==> config.mk <==
export PLATFORM = sky130hd
export DESIGN_NAME = adc_capture_ctrl
export DESIGN_NICKNAME = d
export VERILOG_FILES = /design/src/rtl/adc_capture_ctrl.sv
export SDC_FILE = /design/constraint.sdc
export NUM_CORES = 1
export LEC_CHECK = 0
export BUFFER_PORTS_ARGS = -buffer_cell sky130_fd_sc_hd__buf_4
export CAP_MARGIN = 10
export CORE_MARGIN = 5
export CORE_UTILIZATION = 30
export DETAILED_ROUTE_END_ITERATION = 8
export PLACE_DENSITY_LB_ADDON = 0.12
export SYNTH_ARGS = -nofsm -noshare
export SYNTH_HDL_FRONTEND = slang
export SYNTH_SLANG_ARGS = --single-unit
==> constraint.sdc <==
create_clock -name clk -period 3.48 [get_ports clk]
set_input_delay 0.348 -clock clk [delete_from_list [all_inputs] [get_ports clk]]
set_output_delay 0.348 -clock clk [all_outputs]
set_load 0.02 [all_outputs]
==> src/rtl/adc_capture_ctrl.sv <==
// adc_capture_ctrl: armed ADC capture engine feeding the sample FIFO (ADC_CAPTURE_DECIMATE_EN adds decimation)
module adc_capture_ctrl #(
  parameter int NUM_CH = 2,
  parameter int DATA_W = 16,
  parameter int LEN_W = 20
) (
  input  logic                     clk,
  input  logic                     reset,
  input  logic                     arm,
  input  logic                     stop,
  input  logic [1:0]               mode,
  input  logic [LEN_W-1:0]         capture_len,
  input  logic [DATA_W-1:0]        threshold,
  input  logic                     link_ready,
  input  logic                     sample_valid,
  input  logic [NUM_CH*DATA_W-1:0] sample_data,
  input  logic                     fifo_prog_full,
  output logic                     fifo_wr_en,
  output logic [NUM_CH*DATA_W-1:0] fifo_din,
  output logic                     busy,
  output logic                     done,
  output logic [15:0]              overflow_count
`ifdef ADC_CAPTURE_DECIMATE_EN
  ,
  input  logic [7:0]               decim
`endif
);
  typedef enum logic [1:0] {IDLE, WAIT_TRIG, CAPTURE, DONE} state_t;
  state_t state, nxt;
  logic [1:0] mode_q;
  logic [LEN_W-1:0] len_q, cnt;
  logic signed [DATA_W-1:0] thr_q, prev, ch0;
  logic prev_vld, acc, idle_ok, cont, trig, cap, dec_ok, cand, wr, drop, fin, zlen;
`ifdef ADC_CAPTURE_DECIMATE_EN
  logic [7:0] decim_q, dcnt, dbase;
  always_comb begin
    dbase = trig ? 8'd0 : dcnt;
    dec_ok = dbase == 8'd0;
  end
  always_ff @(posedge clk) begin
    if (reset) begin
      decim_q <= '0;
      dcnt <= '0;
    end else if (idle_ok && arm) begin
      decim_q <= decim;
      dcnt <= '0;
    end else if (cap) begin
      dcnt <= dbase == decim_q ? 8'd0 : dbase + 8'd1;
    end
  end
`else
  assign dec_ok = 1'b1;
`endif
  always_comb begin
    ch0 = sample_data[NUM_CH*DATA_W-1 -: DATA_W];
    acc = sample_valid && link_ready;
    idle_ok = state == IDLE || state == DONE;
    cont = mode_q == 2'd0;
    trig = state == WAIT_TRIG && acc && prev_vld && prev < thr_q && ch0 >= thr_q;
    cap = (state == CAPTURE && acc) || trig;
    cand = cap && dec_ok && (cont || len_q != '0);
    wr = cand && !fifo_prog_full;
    drop = cand && fifo_prog_full;
    fin = wr && !cont && cnt + LEN_W'(1) == len_q;
    zlen = state == CAPTURE && !cont && len_q == '0;
    nxt = idle_ok ? (arm ? (mode == 2'd2 ? WAIT_TRIG : CAPTURE) : state)
        : (stop || fin || zlen) ? DONE
        : trig ? CAPTURE : state;
    busy = state == WAIT_TRIG || state == CAPTURE;
    done = state == DONE;
  end
  always_ff @(posedge clk) begin
    if (reset) state <= IDLE;
    else state <= nxt;
  end
  always_ff @(posedge clk) begin
    if (reset) begin
      fifo_wr_en <= 1'b0;
      fifo_din <= '0;
      overflow_count <= '0;
      cnt <= '0;
      mode_q <= '0;
      len_q <= '0;
      thr_q <= '0;
      prev <= '0;
      prev_vld <= 1'b0;
    end else begin
      fifo_wr_en <= wr;
      if (wr) fifo_din <= sample_data;
      if (idle_ok && arm) begin
        mode_q <= mode;
        len_q <= capture_len;
        thr_q <= threshold;
        cnt <= '0;
        overflow_count <= '0;
        prev_vld <= 1'b0;
      end else begin
        if (wr) cnt <= cnt + LEN_W'(1);
        if (drop && overflow_count != 16'hFFFF) overflow_count <= overflow_count + 16'd1;
        if (state == WAIT_TRIG && acc) begin
          prev <= ch0;
          prev_vld <= 1'b1;
        end
      end
    end
  end
endmodule
Word-level counts from Yosys, hierarchy flattened. Index checks and enable logic that the tools add are counted.

Register bits: 126. Output and inout port bits: 51. Bits of input ports: 77. Logic and storage cells: 58.

Muxes and demuxes: 5. Reductions and logical operators: 31. Equality and inequality tests: 7. $add $sub $neg: 2. Order comparisons: 2. Bitwise logic cells: 1.

Operators with widths (count): adder 20 x 1 -> 20 bit, second input constant (1); equality test 20 bit (1); zero test 20 bit (1); nonzero test 20 bit (1); adder 16 x 1 -> 16 bit, second input constant (1); >= comparator 16 bit (1); < comparator 16 bit (1); inequality test 16 bit, second input constant (1); logical AND 1 bit (15); 2-to-1 mux 2 bit (5); equality test 2 bit, second input constant (3); logical OR 1 bit (6); zero test 2 bit (2); AND reduction 2 bit (2); nonzero test 3 bit (1); equality test 2 x 1 -> 1 bit, second input constant (1); zero test 1 bit (2); inequality test 2 bit, second input constant (1); OR reduction 2 bit (1); inverter 1 bit (1).

Longest topological paths before layout. Gate-level depths: netlist (run 1).

Word-level depth: 14. Gate-level depth with buffers: 12. Gate-level depth less buffers: 9.

Worst setup path before layout (run 1). OpenSTA, ideal clock, no wires.

Path kind: register to register. Start: register thr_q[15]. End: register cnt[15]. Setup slack: 716 ps. Required time: 3348 ps. Path buffers: 3. Cell stages (with the launch flop): 13. Arrival: 2631 ps. Cells stage by stage: dfxtp_1 > inv_1 > ha_1 > nand4_2 > o41ai_2 > nor2_1 > nand3_1 > or4b_1 > buf_2 > buf_2 > buf_2 > o31ai_1 > a21oi_1.

Cells in the longest elaborated chain, start to end: 6. Elaborated cells on any way between the ends: 7. Classes of those cells: 2 x order compare; 5 x reduce/logical.

RTL lines: start, declared (line 32) `logic signed [DATA_W-1:0] thr_q, prev, ch0;`; start signal, assigned (line 93) `thr_q <= threshold;`; < comparator 16 bit (line 59) `trig = state == WAIT_TRIG && acc && prev_vld && prev < thr_q && ch0 >= thr_q;`; logical AND 1 bit (line 59); logical AND 1 bit (*) (line 59); logical OR 1 bit (*) (line 60) `cap = (state == CAPTURE && acc) || trig;`; logical AND 1 bit (*) (line 61) `cand = cap && dec_ok && (cont || len_q != '0);`; logical AND 1 bit (*) (line 62) `wr = cand && !fifo_prog_full;`; end signal, assigned (line 98) `if (wr) cnt <= cnt + LEN_W'(1);`; end, declared (line 31) `logic [LEN_W-1:0] len_q, cnt;`.

Every way passes the cells marked *; elsewhere a longest branch is shown, timed or not. A chain may end at the register's enable or synchronous reset.

Worst setup path after layout (run 1).
Start: register thr_q[15]. End: register cnt[5].

The elaborated chain is that of the path after synthesis.

==> impl_metrics.tcl, run 1 <==
set metrics [dict create \
    cts_hold_buf 0 \
    cts_max_level 4 \
    die-area_mm2 0.0254 \
    maxCapViolCount 0 \
    clkPwrFrac 0.427 \
    drive_gt1_frac 0.194 \
    cp.required_ns 3.83 \
    syn-num-nets 968 \
    r2r_start "thr_q[15]" \
    status "completed" \
    synth_ff_type "dfxtp_1" \
    setup_violations 0 \
    crit_arrival_ns 3.42 \
    ys_types 57 \
    grt_overflow 0 \
    max_freq_ghz 0.325 \
    place.gp.congestion 0.816 \
    initial_core_util 0.306 \
    drc 0 \
    fillers 2337 \
    yosysSeqAreaShare 0.376 \
    post_cts_resized 0 \
    ys_seq_elements 126 \
    clk_path_buf_depth 2 \
    drt_iter0_drc 443 \
    finalCritPeriodShare 0.883 \
    drtAntennaViolNets 0 \
    die_y_um 159 \
    grt_usage 0.169 \
    ff_latch_area_mm2 0.00252 \
    dr_total_vias 6573 \
    dieWidth_um 159 \
    start_kind "flop" \
    top_level_ports 128 \
    crit_start "thr_q[15]" \
    p_int_mw 2.95 \
    pre_cts_ws_ns 0.285 \
    rsz0062_at_grt "no" \
    fin_skew_ns 0.0133 \
    hold_viol 0 \
    synth_top_cell_by_area "dfxtp_1" \
    wl_per_cell_um 17.5 \
    yosys_warnings 0 \
    synth_top_area_share 0.376 \
    grt_max_degree 54 \
    slew_headroom 0.195 \
    area_delta_synth_final_pct 27.2 \
    p_switching_mw 1.32 \
    rows 54 \
    routed_via_density 5.26 \
    p_leak_nw 3.25 \
    swShare 0.309 \
    cts_tree "yes" \
    worst_slew_pin_slew_ns 1.20 \
    first_pass_iters 5 \
    syn-instance-count 855 \
    synth_edf_count 0 \
    cts.sinks 126 \
    total_power_mw 4.27 \
    grt_pass1_vias 6457 \
    cp_max_fo 23 \
    synth_area_mm2 0.00670 \
    worstSetupPathType "flop to flop" \
    fin_ws_ns 0.406 \
    cp-end-kind "flop" \
    cts_root_buffer "clkbuf_16" \
    io_buffer_count 127 \
    final_cell_mix "nand2_1, buf_4, dfxtp_1" \
    min_period_ns 3.07 \
    wl_mm 21.8 \
    postCtsSetupBuffers 0 \
    drv_slew 0 \
    final_common_cell "nand2_1" \
    async_flop_share 0 \
    synth_area_leaders "dfxtp_1, a21oi_1, nand2_1" \
    core_mm2 0.0219 \
    antennaDiodeCount 0 \
    fin_nets 1069 \
    seqPwrFrac 0.373 \
    ir_drop_v 0.000295 \
    setup-tns-final_ns 0 \
    min_from "threshold[4]" \
    hold_path.class "input pin to flop" \
    combPwrFrac 0.201 \
    hpwl_mm 15.9 \
    p_per_area_mw_per_mm2 500 \
    worst_skew_pair.late_latency_ns 0.42 \
    grt_pass1_wl_mm 35.3 \
    multiInputGateArea_mm2 0.00386 \
    numCtsBuffers 17 \
    antenna_found_initial 0 \
    syn_avg_cell_area_um2 7.84 \
    clk_pin_slew_worst_paths_ns 0.06 \
]
## area by class of cell
| type | count | area share |
|---|---|---|
| timing repair buffer | 146 | 0.129 |
| tap | 280 | 0.0411 |
| sequential | 126 | 0.296 |
| inverter | 27 | 0.0119 |
| clock inverter | 12 | 0.0157 |
| clock buffer | 20 | 0.0547 |
| multi-input combinational | 638 | 0.452 |
## routing by layer
layer,vias to the layer above,wire length (um),global-route usage
met3,18,953,0.0373
met2,160,9730,0.260
met1,3089,10900,0.239
met5,-,0,0
li1,3306,-,-
met4,0,290,0.0469
## cell usage after synthesis, drive strengths merged, types with 4 or more instances
master / count
nand2: 147
ha: 36
nor4: 10
o311ai: 5
nor2: 17
nand3: 54
a31oi: 4
and2: 5
and3: 7
and4: 6
nand4: 26
o31ai: 20
o41ai: 4
nor4b: 4
nor2b: 5
clkbuf: 58
or3: 17
dfxtp: 126
mux2i: 15
inv: 27
or4: 19
xor2: 9
nor3: 13
buf: 6
o21ai: 43
a21oi: 121
xnor2: 14
## kinds of logic (layout without fill, tap and decap cells)
group                    Yosys count  in the layout  synth area share
XOR/XNOR                          23             23            0.0300
multiplexers                      15             15            0.0224
AND/OR/NAND/NOR                  341            341             0.257
buffers and inverters             91            205            0.0521
adder cells (fa/ha/maj)           36             36            0.0672
flip-flops                       126            126             0.376
AO/OA/AOI/OAI                    223            223             0.195
## critical path: stages, from the launching register on
cell and delay (ns):
dfxtp_1 0.33, inv_1 0.07, ha_1 0.41, nand4_1 0.14, nor3_1 0.29, a31oi_1 0.15, and2_1 0.21, o311a_2 0.48
buf_4 0.26, or4_1 0.51, a21oi_1 0.14
## flip-flops by register name, summed over array words and instances (netlist names)
name and flops:
prev 16, len_q 20, fifo_wr_en 1, mode_q 2
thr_q 16, state 2, prev_vld 1, cnt 20
fifo_din 32, overflow_count 16
## per-stage QoR
| stage | util | instances | hold slack, ns | instance area [um^2] |
|---|---|---|---|---|
| after floorplan | - | 855 | 0.431 | 6700 |
| after CTS | 0.390 | 1249 | 0.152 | 8530 |
| after detailed placement | 0.362 | 1217 | 0.447 | 7930 |
| after global routing | 0.390 | 1249 | 0.154 | 8530 |
| after global placement | 0.362 | 1217 | 0.445 | 7930 |
| final | 0.390 | 1249 | 0.168 | 8530 |
## power by group through the flow
| stage | Combinational (mW) | Clock (mW) | Sequential [mW] |
|---|---|---|---|
| final | 0.857 | 1.82 | 1.59 |
| after global routing | 0.970 | 1.94 | 1.60 |
| after CTS | 0.872 | 1.87 | 1.59 |
| after detailed placement | 0.870 | 0 | 1.62 |
| after global placement | 0.868 | 0 | 1.62 |
| after floorplan | 0.552 | 0 | 1.60 |
## final timing paths
| kind | to | slack (ns) | depth (start not counted) |
|---|---|---|---|
| setup / recovery | cnt[5] | 0.41 | 10 |
| hold / removal | thr_q[4] | 0.17 | 3 |
| setup reg to reg | cnt[5] | 0.41 | 10 |
| hold reg to reg | thr_q[13] | 0.46 | 2 |
Note: power is estimated with default switching activity, not from simulation.
==> run 2, diff against run 1 <==
Settings changed: GPL_TIMING_DRIVEN set to 0.
==> impl_metrics.tcl, run 2 (same netlist as run 1, synthesis figures left out) <==
set metrics [dict create \
    status "completed" \
    grt_pass1_wl_mm 35.9 \
    hold_path.class "input pin to flop" \
    worst_skew_pair.late_latency_ns 0.42 \
    rsz0062_at_grt "no" \
    fin_nets 1113 \
    p_leak_nw 3.26 \
    hold_depth 3 \
    crit_arrival_ns 3.52 \
    dr_total_vias 6685 \
    dieWidth_um 159 \
    pre_cts_ws_ns -0.143 \
    wl_mm 22.7 \
    final_cell_mix "nand2_1, buf_4, dfxtp_1" \
    min_from "threshold[2]" \
    final_core_util 0.398 \
    cts_hold_buf 0 \
    final_common_cell "nand2_1" \
    core_mm2 0.0219 \
    place.gp.congestion 0.808 \
    largest_reg_flops 32 \
    drt_iter0_drc 313 \
    min_period_ns 3.24 \
    drc 0 \
    fin_ws_ns 0.237 \
    top_level_ports 128 \
    slew_headroom 0.434 \
    reg2reg_slack_ns 0.24 \
    routed_via_density 5.17 \
    finalCritPeriodShare 0.932 \
    cp.required_ns 3.76 \
    worst_slew_pin_slew_ns 0.846 \
    cp_max_fo 10 \
    design_area_mm2 0.00871 \
    setup_violations 0 \
    cts_root_buffer "clkbuf_16" \
    ir_drop_v 0.000289 \
    hpwl_mm 17.6 \
    postCtsSetupBuffers 0 \
    p_per_area_mw_per_mm2 510 \
    rows 54 \
    maxCapViolCount 0 \
    worstSetupPathType "flop to flop" \
    clk_pin_slew_worst_paths_ns 0.06 \
    drtAntennaViolNets 0 \
    min_to "thr_q[2]" \
    cp-end-kind "flop" \
    cts_max_level 4 \
    cts.sinks 126 \
    r2r_start "thr_q[15]" \
    initial_core_util 0.306 \
    first_pass_iters 4 \
    area_delta_synth_final_pct 29.9 \
    io_buffer_count 127 \
    grt_pass1_vias 6523 \
    grt_usage 0.174 \
    hold_viol 0 \
    antennaDiodeCount 0 \
    setup-tns-final_ns 0 \
    die_y_um 159 \
    fin_skew_ns 0.00744 \
    grt_overflow 0 \
    drv_slew 0 \
    antenna_found_initial 0 \
    wl_per_cell_um 17.5 \
    drive_gt1_frac 0.179 \
    fillers 2336 \
    max_freq_ghz 0.308 \
    place_area_mm2 0.00801 \
    reg2reg_depth 12 \
    cts_tree "yes" \
    die-area_mm2 0.0254 \
    start_kind "flop" \
    grt_max_degree 20 \
    largest_register "fifo_din" \
    clk_path_buf_depth 2 \
    reg_top3 "fifo_din x32, cnt x20, len_q x20" \
    r2r_end "cnt[15]" \
    numCtsBuffers 17 \
]
==> run 2: cell types whose count changed in the layout (fill, tap and decap cells not counted), sizes merged <==
| cell | delta |
|---|---|
| inv | -1 |
| buf | -14 |
| clkbuf | +56 |
| clkinv | +1 |
| bufinv | +3 |
| clkinvlp | -1 |
==> run 2: worst max-delay path by stage <==
stage / from / end / slack [ns] / cells past startpoint
floorplan: thr_q[15] / cnt[15] / 0.72 / 12
global placement: sample_data[31] / state[0] / -0.1 / 10
detailed placement: sample_data[31] / state[0] / -0.14 / 10
CTS: thr_q[15] / state[0] / 0.007 / 10
global route: thr_q[15] / cnt[15] / 0.002 / 12
finish: thr_q[15] / cnt[15] / 0.24 / 12
==> run 2: timing repair <==
item,4_1_cts,5_1_grt
resized for setup,1,17
endpoints found under the setup margin,2,33
gates cloned,0,0
==> run 2: per-stage QoR <==
step / total power, mW / instances / hold slack, ns
detailed placement: 2.50 / 1262 / 0.449
CTS: 4.48 / 1293 / 0.158
finish: 4.44 / 1293 / 0.174
global placement: 2.49 / 1262 / 0.445
floorplan: 2.15 / 855 / 0.431
global route: 4.67 / 1293 / 0.154
==> run 2: power breakdown <==
| group | internal (mW) | total (mW) | switching [mW] |
|---|---|---|---|
| clock network | 1.27 | 1.98 | 0.701 |
| logic | 0.320 | 0.882 | 0.562 |
| registers | 1.52 | 1.58 | 0.0680 |
| total | 3.11 | 4.44 | 1.33 |
==> run 2: routing by layer <==
| layer | vias up | wire [um] | track usage |
|---|---|---|---|
| met5 | - | 0 | 0 |
| met4 | 0 | 203 | 0.0372 |
| met3 | 13 | 1000 | 0.0409 |
| met2 | 148 | 10400 | 0.278 |
| met1 | 3118 | 11100 | 0.240 |
| li1 | 3406 | - | - |
==> run 2: area by class of cell <==
class                           count  area, um^2  share of cell area
Multi-Input combinational cell    638        3880               0.446
Sequential cell                   126        2520               0.290
Timing Repair Buffer              127         953               0.109
Clock buffer                       18         429              0.0493
Tap cell                          280         350              0.0402
Buffer                             63         251              0.0289
Clock inverter                     14         216              0.0249
Inverter                           27         101              0.0116
==> run 2: critical path, stage by stage, from the launching register on <==
cell     delay, ns
dfxtp_1       0.33
inv_1         0.08
ha_2          0.40
nand4_2       0.19
o41ai_4       0.40
nor2_1        0.08
nand3_1       0.16
or4b_1        0.46
buf_2         0.20
buf_2         0.23
buf_2         0.22
o31ai_1       0.25
a21oi_1       0.09
